$ cat src/rtl/packet_reassembler.sv
`default_nettype none
// =============================================================================
// packet_reassembler -- gathers flits into slots, emits whole packets in slot order
// Revision: 1.0
// =============================================================================
module packet_reassembler #(
   parameter int  NODE_COUNT       = 8,
   parameter int  PACKET_ID_WIDTH  = 5,
   parameter int  FLITS_PER_PACKET = 9,
   parameter int  DATA_W           = 8,
   parameter int  SLOTS            = 8,
   parameter int  TIMEOUT_CYCLES   = 1024,
   localparam int c_NODE_W         = $clog2(NODE_COUNT),
   localparam int c_IDX_W          = $clog2(FLITS_PER_PACKET),
   localparam int c_OCC_W          = $clog2(SLOTS + 1)
) (
   input  logic                                 clk,
   input  logic                                 rst_n,
   input  logic                                 in_valid,
   output logic                                 in_ready,
   input  logic [c_NODE_W-1:0]                  in_src,
   input  logic [c_NODE_W-1:0]                  in_dst,
   input  logic [PACKET_ID_WIDTH-1:0]           in_id,
   input  logic [c_IDX_W-1:0]                   in_idx,
   input  logic [DATA_W-1:0]                    in_data,
   output logic                                 out_valid,
   input  logic                                 out_ready,
   output logic [FLITS_PER_PACKET*DATA_W-1:0]   out_data,
   output logic [c_NODE_W-1:0]                  out_src,
   output logic [c_NODE_W-1:0]                  out_dst,
   output logic [PACKET_ID_WIDTH-1:0]           out_id,
   output logic [c_OCC_W-1:0]                   occupancy,
   output logic [15:0]                          drop_count,
   output logic [15:0]                          dup_count,
   output logic [15:0]                          timeout_count
);

   localparam int                          c_SLOT_W  = $clog2(SLOTS);
   localparam int                          c_AGE_W   = $clog2(TIMEOUT_CYCLES + 1);
   localparam logic [FLITS_PER_PACKET-1:0] c_FULL    = '1;
   localparam logic [c_AGE_W-1:0]          c_AGE_MAX = c_AGE_W'(TIMEOUT_CYCLES);
   localparam logic [15:0]                 c_SAT     = 16'hFFFF;

   typedef enum logic [1:0] {
      S_FREE     = 2'd0,
      S_FILLING  = 2'd1,
      S_COMPLETE = 2'd2
   } slot_state_t;

   slot_state_t                r_state   [SLOTS];
   logic [c_NODE_W-1:0]        r_src     [SLOTS];
   logic [c_NODE_W-1:0]        r_dst     [SLOTS];
   logic [PACKET_ID_WIDTH-1:0] r_id      [SLOTS];
   logic [FLITS_PER_PACKET-1:0] r_mask   [SLOTS];
   logic [c_AGE_W-1:0]         r_age     [SLOTS];
   logic [DATA_W-1:0]          r_payload [SLOTS][FLITS_PER_PACKET];

   logic                                r_out_valid;
   logic [FLITS_PER_PACKET*DATA_W-1:0]  r_out_data;
   logic [c_NODE_W-1:0]                 r_out_src;
   logic [c_NODE_W-1:0]                 r_out_dst;
   logic [PACKET_ID_WIDTH-1:0]          r_out_id;
   logic [c_OCC_W-1:0]                  r_occupancy;
   logic [15:0]                         r_drop_count;
   logic [15:0]                         r_dup_count;
   logic [15:0]                         r_timeout_count;

   logic                                w_any_match, w_any_free, w_any_cmpl;
   logic [c_SLOT_W-1:0]                 w_match_idx, w_free_idx, w_cmpl_idx, w_wr_slot;
   logic                                w_oob, w_accept, w_hit, w_dup, w_alloc, w_load, w_unload;
   logic [FLITS_PER_PACKET-1:0]         w_onehot, w_new_mask;
   logic [SLOTS-1:0]                    w_evict;
   logic [c_OCC_W-1:0]                  w_evict_cnt;
   logic [FLITS_PER_PACKET*DATA_W-1:0]  w_cmpl_data;

   // Downward scan leaves the lowest matching index in each result.
   always_comb begin
      w_any_match = 1'b0;
      w_match_idx = '0;
      w_any_free  = 1'b0;
      w_free_idx  = '0;
      w_any_cmpl  = 1'b0;
      w_cmpl_idx  = '0;
      for (int i = SLOTS - 1; i >= 0; i--) begin
         if (r_state[i] == S_FILLING && r_src[i] == in_src && r_id[i] == in_id) begin
            w_any_match = 1'b1;
            w_match_idx = c_SLOT_W'(i);
         end
         if (r_state[i] == S_FREE) begin
            w_any_free = 1'b1;
            w_free_idx = c_SLOT_W'(i);
         end
         if (r_state[i] == S_COMPLETE) begin
            w_any_cmpl = 1'b1;
            w_cmpl_idx = c_SLOT_W'(i);
         end
      end
   end

   assign w_oob      = (32'(in_idx) >= 32'(FLITS_PER_PACKET));
   assign w_onehot   = FLITS_PER_PACKET'(1) << in_idx;
   assign in_ready   = w_any_match | w_any_free | w_oob;
   assign w_accept   = in_valid & in_ready;
   assign w_hit      = w_accept & ~w_oob & w_any_match;
   assign w_alloc    = w_accept & ~w_oob & ~w_any_match;
   assign w_dup      = w_hit & (|(r_mask[w_match_idx] & w_onehot));
   assign w_new_mask = r_mask[w_match_idx] | w_onehot;
   assign w_wr_slot  = w_alloc ? w_free_idx : w_match_idx;
   assign w_load     = ~r_out_valid | out_ready;
   assign w_unload   = w_load & w_any_cmpl;

   // A flit arriving in the eviction cycle keeps the slot alive.
   always_comb begin
      w_evict     = '0;
      w_evict_cnt = '0;
      for (int i = 0; i < SLOTS; i++) begin
         if (r_state[i] == S_FILLING && r_age[i] == c_AGE_MAX &&
             !(w_hit && w_match_idx == c_SLOT_W'(i))) begin
            w_evict[i]  = 1'b1;
            w_evict_cnt = w_evict_cnt + c_OCC_W'(1);
         end
      end
   end

   always_comb begin
      w_cmpl_data = '0;
      for (int f = 0; f < FLITS_PER_PACKET; f++) begin
         w_cmpl_data[(FLITS_PER_PACKET-1-f)*DATA_W +: DATA_W] = r_payload[w_cmpl_idx][f];
      end
   end

   always_ff @(posedge clk) begin
      if (w_alloc || (w_hit && !w_dup)) begin
         r_payload[w_wr_slot][in_idx] <= in_data;
      end
   end

   always_ff @(posedge clk or negedge rst_n) begin
      if (!rst_n) begin
         for (int s = 0; s < SLOTS; s++) begin
            r_state[s] <= S_FREE;
            r_src[s]   <= '0;
            r_dst[s]   <= '0;
            r_id[s]    <= '0;
            r_mask[s]  <= '0;
            r_age[s]   <= '0;
         end
         r_out_valid     <= 1'b0;
         r_out_data      <= '0;
         r_out_src       <= '0;
         r_out_dst       <= '0;
         r_out_id        <= '0;
         r_occupancy     <= '0;
         r_drop_count    <= '0;
         r_dup_count     <= '0;
         r_timeout_count <= '0;
      end else begin
         for (int s = 0; s < SLOTS; s++) begin
            case (r_state[s])
               S_FREE: begin
                  if (w_alloc && w_free_idx == c_SLOT_W'(s)) begin
                     r_state[s] <= (w_onehot == c_FULL) ? S_COMPLETE : S_FILLING;
                     r_src[s]   <= in_src;
                     r_dst[s]   <= in_dst;
                     r_id[s]    <= in_id;
                     r_mask[s]  <= w_onehot;
                     r_age[s]   <= '0;
                  end
               end
               S_FILLING: begin
                  if (w_hit && w_match_idx == c_SLOT_W'(s)) begin
                     r_age[s]  <= '0;
                     r_mask[s] <= w_new_mask;
                     if (w_new_mask == c_FULL) r_state[s] <= S_COMPLETE;
                  end else if (w_evict[s]) begin
                     r_state[s] <= S_FREE;
                  end else begin
                     r_age[s] <= r_age[s] + c_AGE_W'(1);
                  end
               end
               S_COMPLETE: begin
                  if (w_unload && w_cmpl_idx == c_SLOT_W'(s)) r_state[s] <= S_FREE;
               end
               default: r_state[s] <= S_FREE;
            endcase
         end

         if (w_load) begin
            r_out_valid <= w_any_cmpl;
            if (w_any_cmpl) begin
               r_out_data <= w_cmpl_data;
               r_out_src  <= r_src[w_cmpl_idx];
               r_out_dst  <= r_dst[w_cmpl_idx];
               r_out_id   <= r_id[w_cmpl_idx];
            end
         end

         r_occupancy <= r_occupancy + c_OCC_W'(w_alloc) - c_OCC_W'(w_unload) - w_evict_cnt;

         if (w_accept && w_oob && r_drop_count != c_SAT) r_drop_count <= r_drop_count + 16'd1;
         if (w_dup && r_dup_count != c_SAT) r_dup_count <= r_dup_count + 16'd1;
         if ((|w_evict) && r_timeout_count != c_SAT) r_timeout_count <= r_timeout_count + 16'd1;
      end
   end

   assign out_valid     = r_out_valid;
   assign out_data      = r_out_data;
   assign out_src       = r_out_src;
   assign out_dst       = r_out_dst;
   assign out_id        = r_out_id;
   assign occupancy     = r_occupancy;
   assign drop_count    = r_drop_count;
   assign dup_count     = r_dup_count;
   assign timeout_count = r_timeout_count;

endmodule
`default_nettype wire

$ cat config.mk
export PLATFORM = sky130hd
export DESIGN_NAME = packet_reassembler
export DESIGN_NICKNAME = d
export VERILOG_FILES = /design/src/rtl/packet_reassembler.sv
export SDC_FILE = /design/constraint.sdc
export NUM_CORES = 2
export LEC_CHECK = 0
export ABC_AREA = 1
export CAP_MARGIN = 20
export CORE_AREA = 5 5 389 391
export DETAILED_ROUTE_END_ITERATION = 12
export DIE_AREA = 0 0 394 396
export HOLD_SLACK_MARGIN = 0.02
export PLACE_DENSITY = 0.41
export SETUP_SLACK_MARGIN = 0.4
export SKIP_LAST_GASP = 1
export SLEW_MARGIN = 30
export SYNTH_ARGS = -nofsm -noshare
export SYNTH_HDL_FRONTEND = slang
export SYNTH_SLANG_ARGS = --single-unit
$ cat constraint.sdc
create_clock -name clk -period 6.4 [get_ports clk]
set_input_delay 1.28 -clock clk [delete_from_list [all_inputs] [get_ports clk]]
set_output_delay 1.28 -clock clk [all_outputs]
set_load 0.05 [all_outputs]
==> run_results.csv <==
group,metric,value,unit
floorplanning,die-area,156000,um2
grt,grt_util_all_layers,0.1883,
clocking,clock_latency,0.75,ns
sta,min_period_over_period,0.9325,
hold_path,worst_hold_path_type,"flop to flop",
clocking,clock-sinks,976,
power,power_frac_seq,0.405,
placement,port_buffers,163,
power,combPwrFrac,0.255,
synth,ys_types,68,
clocking,clkTransAtPathRegs,0.05,ns
cells_and_area,drive_gt1_frac,0.1706,
sta,relSlewSlack,0.3205,
worst_setup_path,cpPeakStageDelay,0.51,ns
cells_and_area,n_antenna_cell,0,
clocking,hold_buffers,0,
clocking,clk_path_buf_depth,3,
sta,clock_skew,0.05684,ns
grt,grt_pass1_vias,33338,
sta,maxSlewViolCount,0,
route,dr.first_iter.drc_count,2551,
power,p_leak,22.40,nW
route,drt-total-wl,150800,um
cells_and_area,nets,4787,
power,power_density,357.5,nW/um2
grt,grt_pass1_wl,224400,um
power,p_sw,6.729,mW
route,drc,0,
cells_and_area,layout_commonest_cell,"nand2_1",
cells_and_area,layout_common_cells,"924 x nand2_1, 576 x edfxtp_1, 400 x dfrtp_1, 386 x buf_4, 363 x inv_1",
sta,whs,0.4752,ns
power,finalPower,19.64,mW
floorplanning,row_count,141,
route,dr_total_vias,33621,
placement,dp_hpwl,94710,um
status,status,"completed",
floorplanning,floorplan.initialDensity,0.2979,
placement,gp_congestion,0.8683,
worst_setup_path,cp-end-kind,"flop",
flow_run,cap_violations,0,
synth,synth-main-ff-cell,"edfxtp_1",
power,p_int,12.91,mW
worst_setup_path,worstPathMaxFanout,7,
floorplanning,io_pins,164,
grt,grt_max_degree,151,
sta,max_freq,0.1676,GHz
sta,finalSetupTns,0,ns
grt,grt_overflow,0,
synth,synth_area,43840,um2
power,ir_drop,0.0002255,V
clocking,cts_buffers,115,
sta,max_slew.worst_pin.slew,1.009,ns
synth,synth_cells,4214,
clocking,htreeDepth,3,
synth,yosysTopAreaCell,"edfxtp_1",
sta,hold_violations,0,
worst_setup_path,worstPathRequired,7.02,ns
synth,synth-seq-area-share,0.6229,
synth,synth_seq_cells,976,
floorplanning,die_w,394,um
worst_setup_path,arrival,6.59,ns
floorplanning,fp.coreArea,147100,um2
sta,finalSetupViolations,0,
route,wire_per_inst,22.30,um
synth,synth-edff-count,576,
worst_setup_path,cp-start-kind,"primary input",
sta,min_period,5.968,ns
power,p_clk_frac,0.340,
sta,rsz0062_at_grt,"true",
grt,antenna_found_initial,0,
synth,syn-num-nets,4272,
clocking,cts_tree,"yes",
power,swShare,0.3426,
route,drtPass1Iterations,7,
synth,ys_warn_count,0,
synth,async_reset_ff_frac,0.4098,
floorplanning,die_h,396,um
worst_setup_path,critical_path_class,"primary input to flop",
route,drt.antenna.violating_nets,0,
clocking,cts_root_buf,"clkbuf_16",
cells_and_area,post-route-util,0.3734,
synth,synth_top_area_share,0.3946,
worst_setup_path,slowest_stage,"fa_1",
synth,synth.area.top_cells,"edfxtp_1 39%, dfrtp_1 23%, nand2_1 8.2%",
synth,syn_avg_cell_area,10.40,um2
cells_and_area,area_delta_synth_final,25.33,%
route,via_per_inst,4.973,
[metal layers]
metal  vias to the layer above  global-route usage  routed length [um]
met4                         0             0.04338                3386
met2                       715              0.3184               72620
li1                      15931                   -                   -
met1                     16770              0.2584               69100
met5                         -                   0                   0
met3                       205             0.02493                5669
[final cells by class]
type | count | area [um2]
clock buffer | 152 | 3167
clock inverter | 67 | 711.9
fill | 14675 | 92190
inverter | 400 | 1546
multi-input combinational | 2659 | 14710
sequential | 976 | 27310
tap | 1930 | 2415
timing repair buffer | 577 | 5089
[through the flow]
| stage | cells | setup slack [ns] | cell area, um2 |
|---|---|---|---|
| 2_1_floorplan | 4214 | 0.1293 | 43960 |
| 3_3_place_gp | 6488 | -0.7596 | 50050 |
| 3_5_place_dp | 6488 | -0.8642 | 50050 |
| 4_1_cts | 6744 | 0.4082 | 54400 |
| 5_1_grt | 6761 | 0.1747 | 54940 |
| 6_report | 6761 | 0.4317 | 54940 |
[cell usage after synthesis (4+ instances only)]
cell type,count
a221oi_1,174
mux2_2,4
a31oi_1,31
nand2_2,19
ha_1,28
nand3_2,6
o32ai_1,6
nand2_1,956
a21oi_1,58
buf_6,15
o21ai_1,4
xnor2_1,27
nand3_4,12
nor3_1,69
and3_1,4
nand3_1,305
nor2_4,5
nor3_2,7
buf_4,4
inv_1,371
nor2_2,13
o22ai_1,34
xor2_1,48
buf_2,9
nor2_1,322
buf_1,9
a221oi_2,6
o21ai_0,221
o221ai_1,90
clkbuf_1,142
nor4_1,36
nand4_1,75
inv_2,23
nand2_4,5
o211ai_1,31
edfxtp_1,576
nor3b_1,17
dfrtp_1,400
[critical path: cells and delay by family]
family	cells	cell delay [ns]
buffers and inverters	11	1.03
AOI/OAI and AO/OA	1	0.05
adders and majority gates	7	1.93
and+or+nand+nor	22	2.14
xor gates and xnor gates	1	0.16
[power groups by stage]
stage / Clock, mW / Sequential, mW / Combinational (mW)
floorplan: 0 / 8.80 / 2.11
global placement: 0 / 8.08 / 5.00
detailed placement: 0 / 8.06 / 5.00
CTS: 6.89 / 7.96 / 5.05
global route: 7.16 / 8.04 / 5.43
finish: 6.69 / 7.95 / 5.00
[timing repair]
action | in CTS | in global routing
buffers inserted | 31 | 12
gates resized for setup | 64 | 90
setup endpoints to repair | 2 | 12
endpoints found under the hold margin | 0 | 0
cloned | 6 | 3
pin swaps | 10 | 40
[registers in the layout (all words and copies together), names as in the netlist]
| name | count |
|---|---|
| r_dst | 24 |
| r_mask | 72 |
| out_dst | 3 |
| out_id | 5 |
| r_state | 16 |
| r_src | 24 |
| drop_count | 16 |
| r_id | 40 |
| out_src | 3 |
| r_age | 88 |
| dup_count | 16 |
| occupancy | 4 |
| timeout_count | 16 |
| out_data | 72 |
| out_valid | 1 |
| r_payload | 576 |
[logic make-up (layout without fill, tap and decap cells)]
family / after synthesis / count (layout) / share of synthesized area
adder cells (fa/ha/maj): 31 / 31 / 0.009362
buffers and inverters: 579 / 1196 / 0.05297
XOR/XNOR: 76 / 76 / 0.01536
AO/OA/AOI/OAI: 679 / 679 / 0.1080
AND/OR/NAND/NOR: 1866 / 1866 / 0.1896
multiplexers: 7 / 7 / 0.001798
flip-flops: 976 / 976 / 0.6229
[worst paths after layout]
path                                  from  cells past startpoint      endpoint  slack, ns
worst max-delay path              in_id[3]                     42  occupancy[3]       0.43
worst min-delay path             r_dst[10]                      2     r_dst[10]       0.48
worst max register to register  r_state[0]                     45  occupancy[3]       0.60
worst min register to register   r_dst[10]                      2     r_dst[10]       0.48
max in group asynchronous            rst_n                      2     out_id[2]       4.45
min in group asynchronous            rst_n                      1     r_age[50]       0.58
(Power assumes the default switching activity.)
